**src/rtl/bldc_commutator_if.sv**
```systemverilog
// Bundles the motor-control command inputs and the per-phase driver outputs of
// one BLDC commutator.
//   master : drives enable/duty_cycle_in/direction/brake/hall, observes outputs
//   slave  : the commutator itself
interface bldc_commutator_if #(
  parameter int unsigned DUTY_CYCLE_WIDTH = 9
);
  logic                        enable;
  logic [DUTY_CYCLE_WIDTH-1:0] duty_cycle_in;
  logic                        direction;
  logic                        brake;
  logic [2:0]                  hall;
  logic [DUTY_CYCLE_WIDTH-1:0] duty_a;
  logic [DUTY_CYCLE_WIDTH-1:0] duty_b;
  logic [DUTY_CYCLE_WIDTH-1:0] duty_c;
  logic                        high_z_a;
  logic                        high_z_b;
  logic                        high_z_c;
  logic                        fault_invalid_hall;
  logic                        fault_stall;
  logic [15:0]                 comm_count;

  modport master (
    output enable, duty_cycle_in, direction, brake, hall,
    input  duty_a, duty_b, duty_c, high_z_a, high_z_b, high_z_c,
           fault_invalid_hall, fault_stall, comm_count
  );

  modport slave (
    input  enable, duty_cycle_in, direction, brake, hall,
    output duty_a, duty_b, duty_c, high_z_a, high_z_b, high_z_c,
           fault_invalid_hall, fault_stall, comm_count
  );
endinterface

```
**src/rtl/bldc_commutator.sv**
```systemverilog
// Six-step BLDC commutation controller.
// Ports:
//   clock    : system clock
//   reset_n  : asynchronous active-low reset
//   bus      : bldc_commutator_if.slave
//              in : enable, duty_cycle_in, direction (1=fwd), brake, hall {C,B,A}
//              out: duty_a/b/c, high_z_a/b/c, fault_invalid_hall, fault_stall,
//                   comm_count (signed, wraps)
module bldc_commutator #(
  parameter int unsigned DUTY_CYCLE_WIDTH   = 9,
  parameter int unsigned HALL_FILTER_CYCLES = 4,
  parameter int unsigned COMM_BLANK_CYCLES  = 8,
  parameter int unsigned STALL_CYCLES       = 5000000
) (
  input logic              clock,
  input logic              reset_n,
  bldc_commutator_if.slave bus
);

  localparam int unsigned FW = $clog2(HALL_FILTER_CYCLES + 1);
  localparam int unsigned BW = $clog2(COMM_BLANK_CYCLES + 1);
  localparam int unsigned SW = $clog2(STALL_CYCLES + 1);

  typedef enum logic [2:0] {S_IDLE, S_RUN, S_BLANK, S_BRAKE, S_FAULT} state_t;

  logic [2:0]    hall_s1_q, hall_s2_q;
  logic [2:0]    hall_flt_q, hall_flt_d;
  logic [2:0]    hall_cand_q, hall_cand_d;
  logic [FW-1:0] flt_cnt_q, flt_cnt_d, flt_cnt_nxt;
  logic          hall_acc;
  logic          hall_valid_d;

  state_t        state_q, state_d;
  logic [BW-1:0] blank_q, blank_d;
  logic [SW-1:0] stall_q, stall_d;
  logic          dir_q;
  logic          dir_tgl;
  logic          duty_nz;
  logic          fault_inv_q, fault_inv_d;
  logic          fault_stall_q, fault_stall_d;
  logic [15:0]   count_q, count_d;

  logic [2:0]    fwd_pwm, fwd_low, pwm_mask, low_mask;
  logic [DUTY_CYCLE_WIDTH-1:0] duty_a_q, duty_a_d, duty_b_q, duty_b_d, duty_c_q, duty_c_d;
  logic [2:0]    hz_q, hz_d;

  // Hall filter: a candidate value must be seen on consecutive cycles;
  // any different value restarts the run with itself as the new candidate.
  always_comb begin
    hall_cand_d = hall_cand_q;
    flt_cnt_d   = flt_cnt_q;
    flt_cnt_nxt = flt_cnt_q;
    hall_flt_d  = hall_flt_q;
    hall_acc    = 1'b0;
    if (hall_s2_q == hall_flt_q) begin
      flt_cnt_d = '0;
    end else begin
      if (hall_s2_q == hall_cand_q && flt_cnt_q != '0) begin
        flt_cnt_nxt = flt_cnt_q + 1'b1;
      end else begin
        hall_cand_d = hall_s2_q;
        flt_cnt_nxt = FW'(1);
      end
      if (flt_cnt_nxt == FW'(HALL_FILTER_CYCLES)) begin
        hall_acc   = 1'b1;
        hall_flt_d = hall_s2_q;
        flt_cnt_d  = '0;
      end else begin
        flt_cnt_d = flt_cnt_nxt;
      end
    end
  end

  assign hall_valid_d = (hall_flt_d != 3'b000) && (hall_flt_d != 3'b111);
  assign dir_tgl      = bus.direction != dir_q;
  assign duty_nz      = bus.duty_cycle_in != '0;

  // The filtered hall resets to 000, so IDLE waits for a valid value instead
  // of faulting; invalid-hall faults apply once the motor is being driven.
  // Brake is honoured at the end of a blank interval, not inside it.
  always_comb begin
    state_d       = state_q;
    blank_d       = blank_q;
    stall_d       = '0;
    fault_inv_d   = fault_inv_q;
    fault_stall_d = fault_stall_q;
    count_d       = count_q;
    if (!bus.enable) begin
      state_d       = S_IDLE;
      fault_inv_d   = 1'b0;
      fault_stall_d = 1'b0;
    end else begin
      unique case (state_q)
        S_IDLE: begin
          if (bus.brake)         state_d = S_BRAKE;
          else if (hall_valid_d) state_d = S_RUN;
        end
        S_RUN: begin
          if (duty_nz && !hall_acc) stall_d = stall_q + 1'b1;
          if (!hall_valid_d) begin
            state_d     = S_FAULT;
            fault_inv_d = 1'b1;
          end else if (duty_nz && !hall_acc && stall_q == SW'(STALL_CYCLES - 1)) begin
            state_d       = S_FAULT;
            fault_stall_d = 1'b1;
          end else if (bus.brake) begin
            state_d = S_BRAKE;
          end else if (hall_acc || dir_tgl) begin
            state_d = S_BLANK;
            blank_d = '0;
          end
        end
        S_BLANK: begin
          stall_d = hall_acc ? '0 : stall_q;
          if (!hall_valid_d) begin
            state_d     = S_FAULT;
            fault_inv_d = 1'b1;
          end else if (hall_acc || dir_tgl) begin
            blank_d = '0;
          end else if (blank_q == BW'(COMM_BLANK_CYCLES - 1)) begin
            state_d = bus.brake ? S_BRAKE : S_RUN;
          end else begin
            blank_d = blank_q + 1'b1;
          end
        end
        S_BRAKE: begin
          if (!hall_valid_d) begin
            state_d     = S_FAULT;
            fault_inv_d = 1'b1;
          end else if (!bus.brake) begin
            state_d = S_RUN;
          end
        end
        S_FAULT: state_d = S_FAULT;
        default: state_d = S_IDLE;
      endcase
      // The first acceptance out of reset (IDLE) is not a commutation.
      if (hall_acc && hall_valid_d &&
          (state_q == S_RUN || state_q == S_BLANK || state_q == S_BRAKE)) begin
        count_d = dir_q ? count_q + 16'd1 : count_q - 16'd1;
      end
    end
  end

  // Phase roles for the next cycle; bit 0 = A, bit 1 = B, bit 2 = C.
  always_comb begin
    fwd_pwm = '0;
    fwd_low = '0;
    case (hall_flt_d)
      3'b101:  begin fwd_pwm = 3'b001; fwd_low = 3'b010; end
      3'b100:  begin fwd_pwm = 3'b001; fwd_low = 3'b100; end
      3'b110:  begin fwd_pwm = 3'b010; fwd_low = 3'b100; end
      3'b010:  begin fwd_pwm = 3'b010; fwd_low = 3'b001; end
      3'b011:  begin fwd_pwm = 3'b100; fwd_low = 3'b001; end
      3'b001:  begin fwd_pwm = 3'b100; fwd_low = 3'b010; end
      default: begin fwd_pwm = '0;     fwd_low = '0;     end
    endcase
    pwm_mask = '0;
    low_mask = '0;
    if (state_d == S_RUN) begin
      pwm_mask = bus.direction ? fwd_pwm : fwd_low;
      low_mask = bus.direction ? fwd_low : fwd_pwm;
    end else if (state_d == S_BRAKE) begin
      low_mask = 3'b111;
    end
    hz_d     = ~(pwm_mask | low_mask);
    duty_a_d = pwm_mask[0] ? bus.duty_cycle_in : '0;
    duty_b_d = pwm_mask[1] ? bus.duty_cycle_in : '0;
    duty_c_d = pwm_mask[2] ? bus.duty_cycle_in : '0;
  end

  always_ff @(posedge clock or negedge reset_n) begin
    if (!reset_n) begin
      hall_s1_q     <= '0;
      hall_s2_q     <= '0;
      hall_flt_q    <= '0;
      hall_cand_q   <= '0;
      flt_cnt_q     <= '0;
      state_q       <= S_IDLE;
      blank_q       <= '0;
      stall_q       <= '0;
      dir_q         <= 1'b1;
      fault_inv_q   <= 1'b0;
      fault_stall_q <= 1'b0;
      count_q       <= '0;
      duty_a_q      <= '0;
      duty_b_q      <= '0;
      duty_c_q      <= '0;
      hz_q          <= '1;
    end else begin
      hall_s1_q     <= bus.hall;
      hall_s2_q     <= hall_s1_q;
      hall_flt_q    <= hall_flt_d;
      hall_cand_q   <= hall_cand_d;
      flt_cnt_q     <= flt_cnt_d;
      state_q       <= state_d;
      blank_q       <= blank_d;
      stall_q       <= stall_d;
      dir_q         <= bus.direction;
      fault_inv_q   <= fault_inv_d;
      fault_stall_q <= fault_stall_d;
      count_q       <= count_d;
      duty_a_q      <= duty_a_d;
      duty_b_q      <= duty_b_d;
      duty_c_q      <= duty_c_d;
      hz_q          <= hz_d;
    end
  end

  assign bus.duty_a             = duty_a_q;
  assign bus.duty_b             = duty_b_q;
  assign bus.duty_c             = duty_c_q;
  assign bus.high_z_a           = hz_q[0];
  assign bus.high_z_b           = hz_q[1];
  assign bus.high_z_c           = hz_q[2];
  assign bus.fault_invalid_hall = fault_inv_q;
  assign bus.fault_stall        = fault_stall_q;
  assign bus.comm_count         = count_q;

endmodule
```
**src/flat_wrapper.sv**
```systemverilog
// flat-port wrapper written by rule: the top's interface ports become plain ports
module bldc_commutator_flat 
#(
  parameter int unsigned DUTY_CYCLE_WIDTH   = 9,
  parameter int unsigned HALL_FILTER_CYCLES = 4,
  parameter int unsigned COMM_BLANK_CYCLES  = 8,
  parameter int unsigned STALL_CYCLES       = 5000000
)
  (clock, reset_n, bus_enable, bus_duty_cycle_in, bus_direction, bus_brake, bus_hall, bus_duty_a, bus_duty_b, bus_duty_c, bus_high_z_a, bus_high_z_b, bus_high_z_c, bus_fault_invalid_hall, bus_fault_stall, bus_comm_count);
  bldc_commutator_if #(.DUTY_CYCLE_WIDTH(DUTY_CYCLE_WIDTH)) bus_i ();
  input logic clock;
  input logic reset_n;
  input wire logic [$bits(bus_i.enable)-1:0] bus_enable;
  input wire logic [$bits(bus_i.duty_cycle_in)-1:0] bus_duty_cycle_in;
  input wire logic [$bits(bus_i.direction)-1:0] bus_direction;
  input wire logic [$bits(bus_i.brake)-1:0] bus_brake;
  input wire logic [$bits(bus_i.hall)-1:0] bus_hall;
  output wire logic [$bits(bus_i.duty_a)-1:0] bus_duty_a;
  output wire logic [$bits(bus_i.duty_b)-1:0] bus_duty_b;
  output wire logic [$bits(bus_i.duty_c)-1:0] bus_duty_c;
  output wire logic [$bits(bus_i.high_z_a)-1:0] bus_high_z_a;
  output wire logic [$bits(bus_i.high_z_b)-1:0] bus_high_z_b;
  output wire logic [$bits(bus_i.high_z_c)-1:0] bus_high_z_c;
  output wire logic [$bits(bus_i.fault_invalid_hall)-1:0] bus_fault_invalid_hall;
  output wire logic [$bits(bus_i.fault_stall)-1:0] bus_fault_stall;
  output wire logic [$bits(bus_i.comm_count)-1:0] bus_comm_count;
  assign bus_i.enable = bus_enable;
  assign bus_i.duty_cycle_in = bus_duty_cycle_in;
  assign bus_i.direction = bus_direction;
  assign bus_i.brake = bus_brake;
  assign bus_i.hall = bus_hall;
  assign bus_duty_a = bus_i.duty_a;
  assign bus_duty_b = bus_i.duty_b;
  assign bus_duty_c = bus_i.duty_c;
  assign bus_high_z_a = bus_i.high_z_a;
  assign bus_high_z_b = bus_i.high_z_b;
  assign bus_high_z_c = bus_i.high_z_c;
  assign bus_fault_invalid_hall = bus_i.fault_invalid_hall;
  assign bus_fault_stall = bus_i.fault_stall;
  assign bus_comm_count = bus_i.comm_count;
  bldc_commutator #(.DUTY_CYCLE_WIDTH(DUTY_CYCLE_WIDTH), .HALL_FILTER_CYCLES(HALL_FILTER_CYCLES), .COMM_BLANK_CYCLES(COMM_BLANK_CYCLES), .STALL_CYCLES(STALL_CYCLES)) u_core (.clock(clock), .reset_n(reset_n), .bus(bus_i));
endmodule
```
**config.mk**
```make
export PLATFORM = sky130hd
export DESIGN_NAME = bldc_commutator_flat
export DESIGN_NICKNAME = d
export VERILOG_FILES = /design/src/rtl/bldc_commutator_if.sv /design/src/rtl/bldc_commutator.sv /design/src/flat_wrapper.sv
export SDC_FILE = /design/constraint.sdc
export NUM_CORES = 1
export LEC_CHECK = 0
export BUFFER_PORTS_ARGS = -buffer_cell sky130_fd_sc_hd__clkbuf_2
export CORE_ASPECT_RATIO = 1.2
export CORE_MARGIN = 4
export CORE_UTILIZATION = 55
export CTS_BUF_LIST = sky130_fd_sc_hd__clkbuf_4
export DETAILED_ROUTE_END_ITERATION = 8
export GPL_ROUTABILITY_DRIVEN = 0
export PLACE_DENSITY = 0.88
export SETUP_SLACK_MARGIN = 0.4
export SLEW_MARGIN = 0
export SYNTH_ARGS = -nofsm -noshare
export SYNTH_HDL_FRONTEND = slang
export SYNTH_SLANG_ARGS = --single-unit
```
**constraint.sdc**
```tcl
create_clock -name clock -period 3.06 [get_ports clock]
set_input_delay 0 -clock clock [delete_from_list [all_inputs] [get_ports clock]]
set_output_delay 0 -clock clock [all_outputs]
set_load 0.02 [all_outputs]
```
==> impl_results.md, run 1 <==
* VDD IR max at 0.230 mV
* Synth Area in Compound Gates at 0.146
* Leak at 2.93 nW
* Buffer depth of the longest clock path at 2
* Synth Register Bits at 94
* R2R Setup Slk at 0.25 ns
* WS Path Type: reg2reg
* Clock-pin slew on the worst setup and hold paths at between 0.15 and 0.2 ns
* RSZ-0062 raised after global routing: true
* R2R cell count at 11
* Core area at 8560 um2
* Final Setup Violations at 0
* Crit. Startpoint: u_core.dir_q$_DFF_PN1_
* ANT cells at 0
* Placement Setup Slack at 0.146 ns
* DRC Markers at 0
* Capture point of the worst path: u_core.bus.comm_count[15]$_DFFE_PN0P_
* Initial antenna violation count at 0
* ANT nets after route at 0
* Routed wire per std cell at 17.2 um
* Final Critical Period at 2.81 ns
* Slack of the critical path at 0.252 ns
* Startpoint types: flip-flop
* Count leader, synth: dfrtp_1
* Post-Layout Cell Count at between 700 and 800
* Total track usage at 0.218
* Rows at 37
* Syn Std Cell Area at 4840 um2
* Clk_lat worst skew at 0.48 ns
* Setup_tns at 0 ns
* Simple-gate share of the synthesized area at 0.213
* R2R Path Start: u_core.dir_q$_DFF_PN1_
* Placed insts at 666
* Outcome: completed
* Avg Inst Size Synth at 9.87 um2
* Yosys warns at 0
* CTS Root Buffer Type: clkbuf_4
* XOR/XNOR Fraction of Synth Area at 0.0489
* GRT overflow at 0
* Worst Tran Pin Value at 0.998 ns
* Drt total wl at 12.6 mm
* Router iterations before antenna repair at 6
* Largest net degree at the start of global routing at slightly above 80
* Via density at 6.00
* Adder-cell share of the synthesized area at 0.0507
* Hold crit path type: in2reg
* Arrival time worst endpoint at ~3.2 ns
* # IOs at 65
* Syn_nets at between 500 and 600
* Die W at 93.6 um
* Netlist cell types at between 50 and 60
* Final count of pins violating max slew at 0
* Element type at the critical path end: flip-flop
* Gate Count Post-Synth at 490
* Synth area leaders: dfrtp_1, ha_1, o21ai_0
* Layout area overhead at 26.5%
* Largest family of logic cells by synthesized area: simple AND/OR/NAND/NOR gates
* Max_cap viols at 0
* Yosys top cell area share at 0.466
* Multiplexer area fraction after synthesis at 0.0285
* Nets at 645
* Vias in the first global route at 4037
* Clk_skew at ~0.024 ns
* DP Area at 5360 um2
* CTS tree: built
* Layout Utilization at 0.715
* Layout cell share with drive strength beyond 1 at 0.301
* Hpwl dp at 7.55 mm
* Die H at 111 um
* FF-to-FF End: u_core.bus.comm_count[15]$_DFFE_PN0P_
* Tcrit/Tclk final at 0.917
* First-pass GRT wire length at 18.5 mm
* Async set-reset flop share out of synthesis at 1.00
* Final Hold Fails at 0
* Synth top cells by count: dfrtp_1, nand2_1, o21ai_0, nor2_1, and2_1
* Seq/Total Area, Yosys at 0.487
* Critical path required time at 3.42 ns
* Sink Count at 94
* Pwr per Cell Area at 479 nW/um2
* Final instance area at 6120 um2
* Top_reg_cell synth: dfrtp_1
* Post-synth EDFFs at 0
* Max Clk Rate at 0.356 GHz
* Worst Path Max Fanout at 5
* Via Count at 4388
* TritonCTS Buffers at 9
* Initial DRC Count at between 300 and 400
* Initial Utilization at 0.565
* Worst slew margin at 0.334
* Total number of H-tree levels at 3
* Largest area contributor in the netlist: dfrtp_1
* I/O Buffers at 64
* Die area at 10400 um2
-- per-layer routing --
metal | GRT usage | vias up | share of wire
met1 | 0.278 | 2137 | 0.39
met4 | 0.0896 | 0 | 0.041
met2 | 0.368 | 205 | 0.50
li1 | - | 1989 | -
met3 | 0.0333 | 57 | 0.063
met5 | 0 | - | 0
-- flip-flops by register name, indices dropped and copies added (netlist names) --
register                       flops
u_core.stall_q                    23
u_core.bus.comm_count             16
u_core.bus.duty_a                  9
u_core.bus.duty_b                  9
u_core.bus.duty_c                  9
u_core.blank_q                     4
u_core.flt_cnt_q                   3
u_core.hall_cand_q                 3
u_core.hall_flt_q                  3
u_core.hall_s1_q                   3
u_core.hall_s2_q                   3
u_core.hz_q                        3
u_core.state_q                     3
u_core.bus.fault_invalid_hall      1
u_core.bus.fault_stall             1
u_core.dir_q                       1
-- power breakdown --
group	internal (mW)	total, mW	switching (mW)
clock network	0.186	0.656	0.470
logic	0.357	0.863	0.506
registers	1.32	1.41	0.0877
total	1.87	2.93	1.06
-- critical path: stages (launching register included) --
cell	delay, ns
dfstp_2	0.59
clkinvlp_4	0.15
buf_6	0.16
ha_4	0.25
a21o_1	0.17
a311oi_2	0.14
o21ai_2	0.22
nand2_2	0.10
o2111a_2	0.29
o31ai_2	0.33
xnor2_1	0.19
o21ai_1	0.11
-- per-stage QoR --
step / power, mW / hold WS (ns)
2_1_floorplan: 1.88 / -0.296
3_3_place_gp: 2.04 / 0.113
3_5_place_dp: 2.07 / 0.110
4_1_cts: 2.76 / 0.0311
5_1_grt: 3.07 / 0.134
6_report: 2.93 / 0.101
-- logic make-up (layout without fill, tap and decap cells) --
logic type,count (synthesis),count (layout)
simple gates,200,203
compound gates,108,108
flops,94,94
buf+inv,29,150
xor+xnor,27,27
fa+ha+maj,19,19
mux,13,13
-- worst min path at each step --
stage / endpoint / from / cells past startpoint
floorplan: u_core.blank_q[0]$_DFFE_PN0P_ / reset_n / 0
global placement: u_core.hall_s1_q[2]$_DFF_PN0_ / bus_hall[2] / 1
detailed placement: u_core.hall_s1_q[1]$_DFF_PN0_ / bus_hall[1] / 1
CTS: u_core.hz_q[2]$_DFF_PN1_ / bus_brake / 4
global route: u_core.state_q[1]$_DFF_PN0_ / bus_brake / 4
finish: u_core.hz_q[2]$_DFF_PN1_ / bus_brake / 4
-- area by class of cell --
cell class,count,area [um2]
timing repair buffer,120,796
fill,564,2440
sequential,94,2360
tap,117,146
multi-input combinational,370,2630
clock buffer,9,67.6
clock inverter,7,61.3
inverter,14,56.3
-- timing repair --
item | in CTS | in global routing
hold endpoints to repair | 112 | 0
resized for setup | 18 | 35
hold buffers | 15 | 0
setup endpoints to repair | 36 | 42
setup buffers | 13 | 18
gates cloned | 0 | 3
pin swaps | 6 | 26
-- placed cells by master (no fill, tap or decap), types with 4 or more instances in the layout --
| cell | n |
|---|---|
| nand2_1 | 47 |
| ha_1 | 15 |
| a21o_1 | 9 |
| and2_4 | 7 |
| dfrtp_1 | 88 |
| mux2_2 | 6 |
| o21ai_0 | 39 |
| and3_1 | 15 |
| nor3_1 | 14 |
| nand3_1 | 21 |
| mux2i_1 | 4 |
| dfstp_2 | 4 |
| clkbuf_4 | 9 |
| dlygate4sd3_1 | 15 |
| inv_1 | 12 |
| nand2b_1 | 9 |
| buf_4 | 38 |
| clkbuf_2 | 63 |
| a21oi_1 | 15 |
| xnor2_1 | 14 |
| o41ai_1 | 4 |
| xor2_1 | 11 |
| buf_6 | 4 |
| nor2b_1 | 4 |
| nor2_1 | 33 |
| and2_1 | 22 |
| o31ai_1 | 8 |
(Power assumes the default switching activity.)
==> run 2: changes to the inputs <==
- SETUP_SLACK_MARGIN: 0.4 -> 0.15
==> run 2 against run 1 <==
Global-route usage rose by 0.062 points. Routed wire length fell by 15%. Critical endpoint is now u_core.bus.comm_count[11]$_DFFE_PN0P_. Sequential share of layout area rose by 2.9 points.
==> impl_results.md, run 2 (same netlist as run 1, synthesis figures left out) <==
* Outcome: completed
* Core area at 8560 um2 (unchanged)
* Slowest CP cell: dfstp_2
* Vias in the first global route at 3891 (-3.6%)
* Leak at 2.76 nW (-5.9%)
* Final Hold Fails at 0 (unchanged)
* R2R Setup Slk at 0.33 ns (+0.07 ns)
* Layout cell share with drive strength beyond 1 at 0.211 (-0.0903)
* RSZ-0062 raised after global routing: false
* Total track usage at 0.219 (+0.000619)
* Hold crit path type: in2reg
* Clock-pin slew on the worst setup and hold paths at 0.15 ns (about the same)
* Via Count at 3954 (-9.9%)
* # IOs at 65 (unchanged)
* Max_cap viols at 0 (unchanged)
* Filler cells at 647 (+15%)
* Final count of pins violating max slew at 0 (unchanged)
* Layout area overhead at 17.6%
* R2R Path Start: u_core.dir_q$_DFF_PN1_
* Initial antenna violation count at 0 (unchanged)
* Initial DRC Count at 311 (-15%)
* Leading cell type in the layout, fill and taps excluded: dfrtp_1
* WS Path Type: reg2reg
* Cell depth of the worst min-delay path at 4 (unchanged)
* Largest net degree at the start of global routing at 48 (-42%)
* Initial Utilization at 0.565 (unchanged)
* Placed insts at 666 (unchanged)
* Startpoint types: flip-flop
* Hold_sp: bus_brake
* CTS tree: built
* Hold EP: u_core.state_q[0]$_DFF_PN0_
* DP Area at 5320 um2 (-0.75%)
* Critical path required time at 3.42 ns (about the same)
* Die H at 111 um (unchanged)
* Largest register FFs at 23 (unchanged)
* Worst path depth at 10 (-1)
* Pwr per Cell Area at 488 nW/um2 (+2.0%)
* TritonCTS Buffers at 9 (unchanged)
* Clk_skew at 0.0195 ns (-0.00417 ns)
* Slack of the critical path at 0.327 ns (+0.0744 ns)
* Total number of H-tree levels at 3 (unchanged)
* I/O Buffers at 64 (unchanged)
* ANT cells at 0 (unchanged)
* VDD IR max at 0.295 mV (+28%)
* Hpwl dp at 7.82 mm (+3.6%)
* Sink Count at 94 (unchanged)
* Router iterations before antenna repair at 4 (-2)
* Via density at 5.65 (-5.9%)
* Drt total wl at 10.7 mm (-15%)
* Post-Layout Cell Count at 700 (-4.2%)
* Arrival time worst endpoint at 3.09 ns (-0.07 ns)
* Nets at 614 (-4.8%)
* CP delay by family, top: compound AO/OA/AOI/OAI gates
* Worst slew margin at 0.623 (+0.289)
* Layout Utilization at 0.664 (-0.0504)
* Placement Setup Slack at 0.175 ns (+0.0288 ns)
* Max Clk Rate at 0.366 GHz (+2.7%)
* Commonest cells after routing, fill and taps aside: dfrtp_1, clkbuf_2, nand2_1, o21ai_0, nor2_1
* Worst Path Max Fanout at 9 (+4)
* ANT nets after route at 0 (unchanged)
* Setup_tns at 0 ns (unchanged)
* Rows at 37 (unchanged)
* Buffer depth of the longest clock path at 2 (unchanged)
* DRC Markers at 0 (unchanged)
* Final Critical Period at 2.73 ns (-0.0744 ns)
* Routed wire per std cell at 15.3 um (-11%)
* Clk_lat worst skew at 0.45 ns (-0.03 ns)
* R2R cell count at 10 (-1)
* FF-to-FF End: u_core.bus.comm_count[11]$_DFFE_PN0P_
* Worst Tran Pin Value at 0.565 ns (-0.433 ns)
* CTS Root Buffer Type: clkbuf_4
* GRT overflow at 0 (unchanged)
* Element type at the critical path end: flip-flop
* Final instance area at 5690 um2 (-7.1%)
* Worst path buffer plus inverter count at 1 (-1)
* CP max stage delay at 0.60 ns (about the same)
* Top reg by flops: u_core.stall_q
* Die area at 10400 um2 (unchanged)
* First-pass GRT wire length at 18.1 mm (-2.3%)
* Tcrit/Tclk final at 0.893 (-0.0243)
* Crit-path cells: inv_1, ha_1, a21o_1, a311oi_1, o21ai_1, and3_1, o21ai_0, nand2b_1, xor2_1, mux2_2
* Final Setup Violations at 0 (unchanged)
* Die W at 93.6 um (unchanged)
-- run 2: cell count changes in the layout (fill, tap and decap cells not counted), moves of 3 or more --
cell / change
buf_4: -24
and2_4: -7
and2_1: +6
buf_6: -4
and3_4: -3
inv_6: -3
nand3_1: +3
nand3_2: -3
o21ai_2: -3
-- run 2: stage by stage --
step	total power, mW	hold slack [ns]
2_1_floorplan	1.87	-0.296
3_3_place_gp	2.03	0.0216
3_5_place_dp	2.06	0.0294
4_1_cts	2.77	0.0306
5_1_grt	2.93	0.0440
6_report	2.78	0.0578
-- run 2: layout make-up --
type,count,area (um2),share of cell area
Sequential cell,94,2360,0.414
Tap cell,117,146,0.0257
Clock buffer,10,75.1,0.0132
Inverter,14,52.6,0.00924
Clock inverter,6,70.1,0.0123
Multi-Input combinational cell,367,2420,0.425
Timing Repair Buffer,92,571,0.100
-- run 2: worst max-delay path by stage --
stage	start	end	slack, ns
global route	u_core.flt_cnt_q[0]$_DFF_PN0_	u_core.bus.comm_count[15]$_DFFE_PN0P_	0.15
global placement	u_core.dir_q$_DFF_PN1_	u_core.bus.comm_count[11]$_DFFE_PN0P_	0.32
floorplan	u_core.dir_q$_DFF_PN1_	u_core.bus.comm_count[11]$_DFFE_PN0P_	0.36
finish	u_core.dir_q$_DFF_PN1_	u_core.bus.comm_count[11]$_DFFE_PN0P_	0.33
detailed placement	u_core.flt_cnt_q[0]$_DFF_PN0_	u_core.bus.comm_count[15]$_DFFE_PN0P_	0.18
CTS	u_core.flt_cnt_q[0]$_DFF_PN0_	u_core.bus.duty_a[3]$_DFF_PN0_	0.17
-- run 2: repair_timing --
item                       CTS  global route
hold buffers                15             0
pin swaps                    0             2
gates cloned                 0             0
setup buffers                0             3
resized for setup            1            11
hold endpoints to repair    81             0
setup endpoints to repair    1            32
-- run 2: worst reg2reg max path, cell delays in order (launching register included) --
cell,delay [ns]
dfstp_2,0.60
inv_1,0.18
ha_1,0.33
a21o_1,0.19
a311oi_1,0.32
o21ai_1,0.13
and3_1,0.17
o21ai_0,0.21
nand2b_1,0.10
xor2_1,0.14
mux2_2,0.26
-- run 2: report_power, final --
part | leakage, nW | internal [mW] | switching [mW] | total [mW]
registers | 1.24 | 1.32 | 0.0817 | 1.40
logic | 1.45 | 0.269 | 0.412 | 0.681
clock network | 0.0745 | 0.264 | 0.427 | 0.690
-- run 2: metal layers --
layer  track usage  wire, um
met1         0.258      4370
met2         0.390      5690
met3        0.0367       386
met4        0.0867       257
met5             0         0
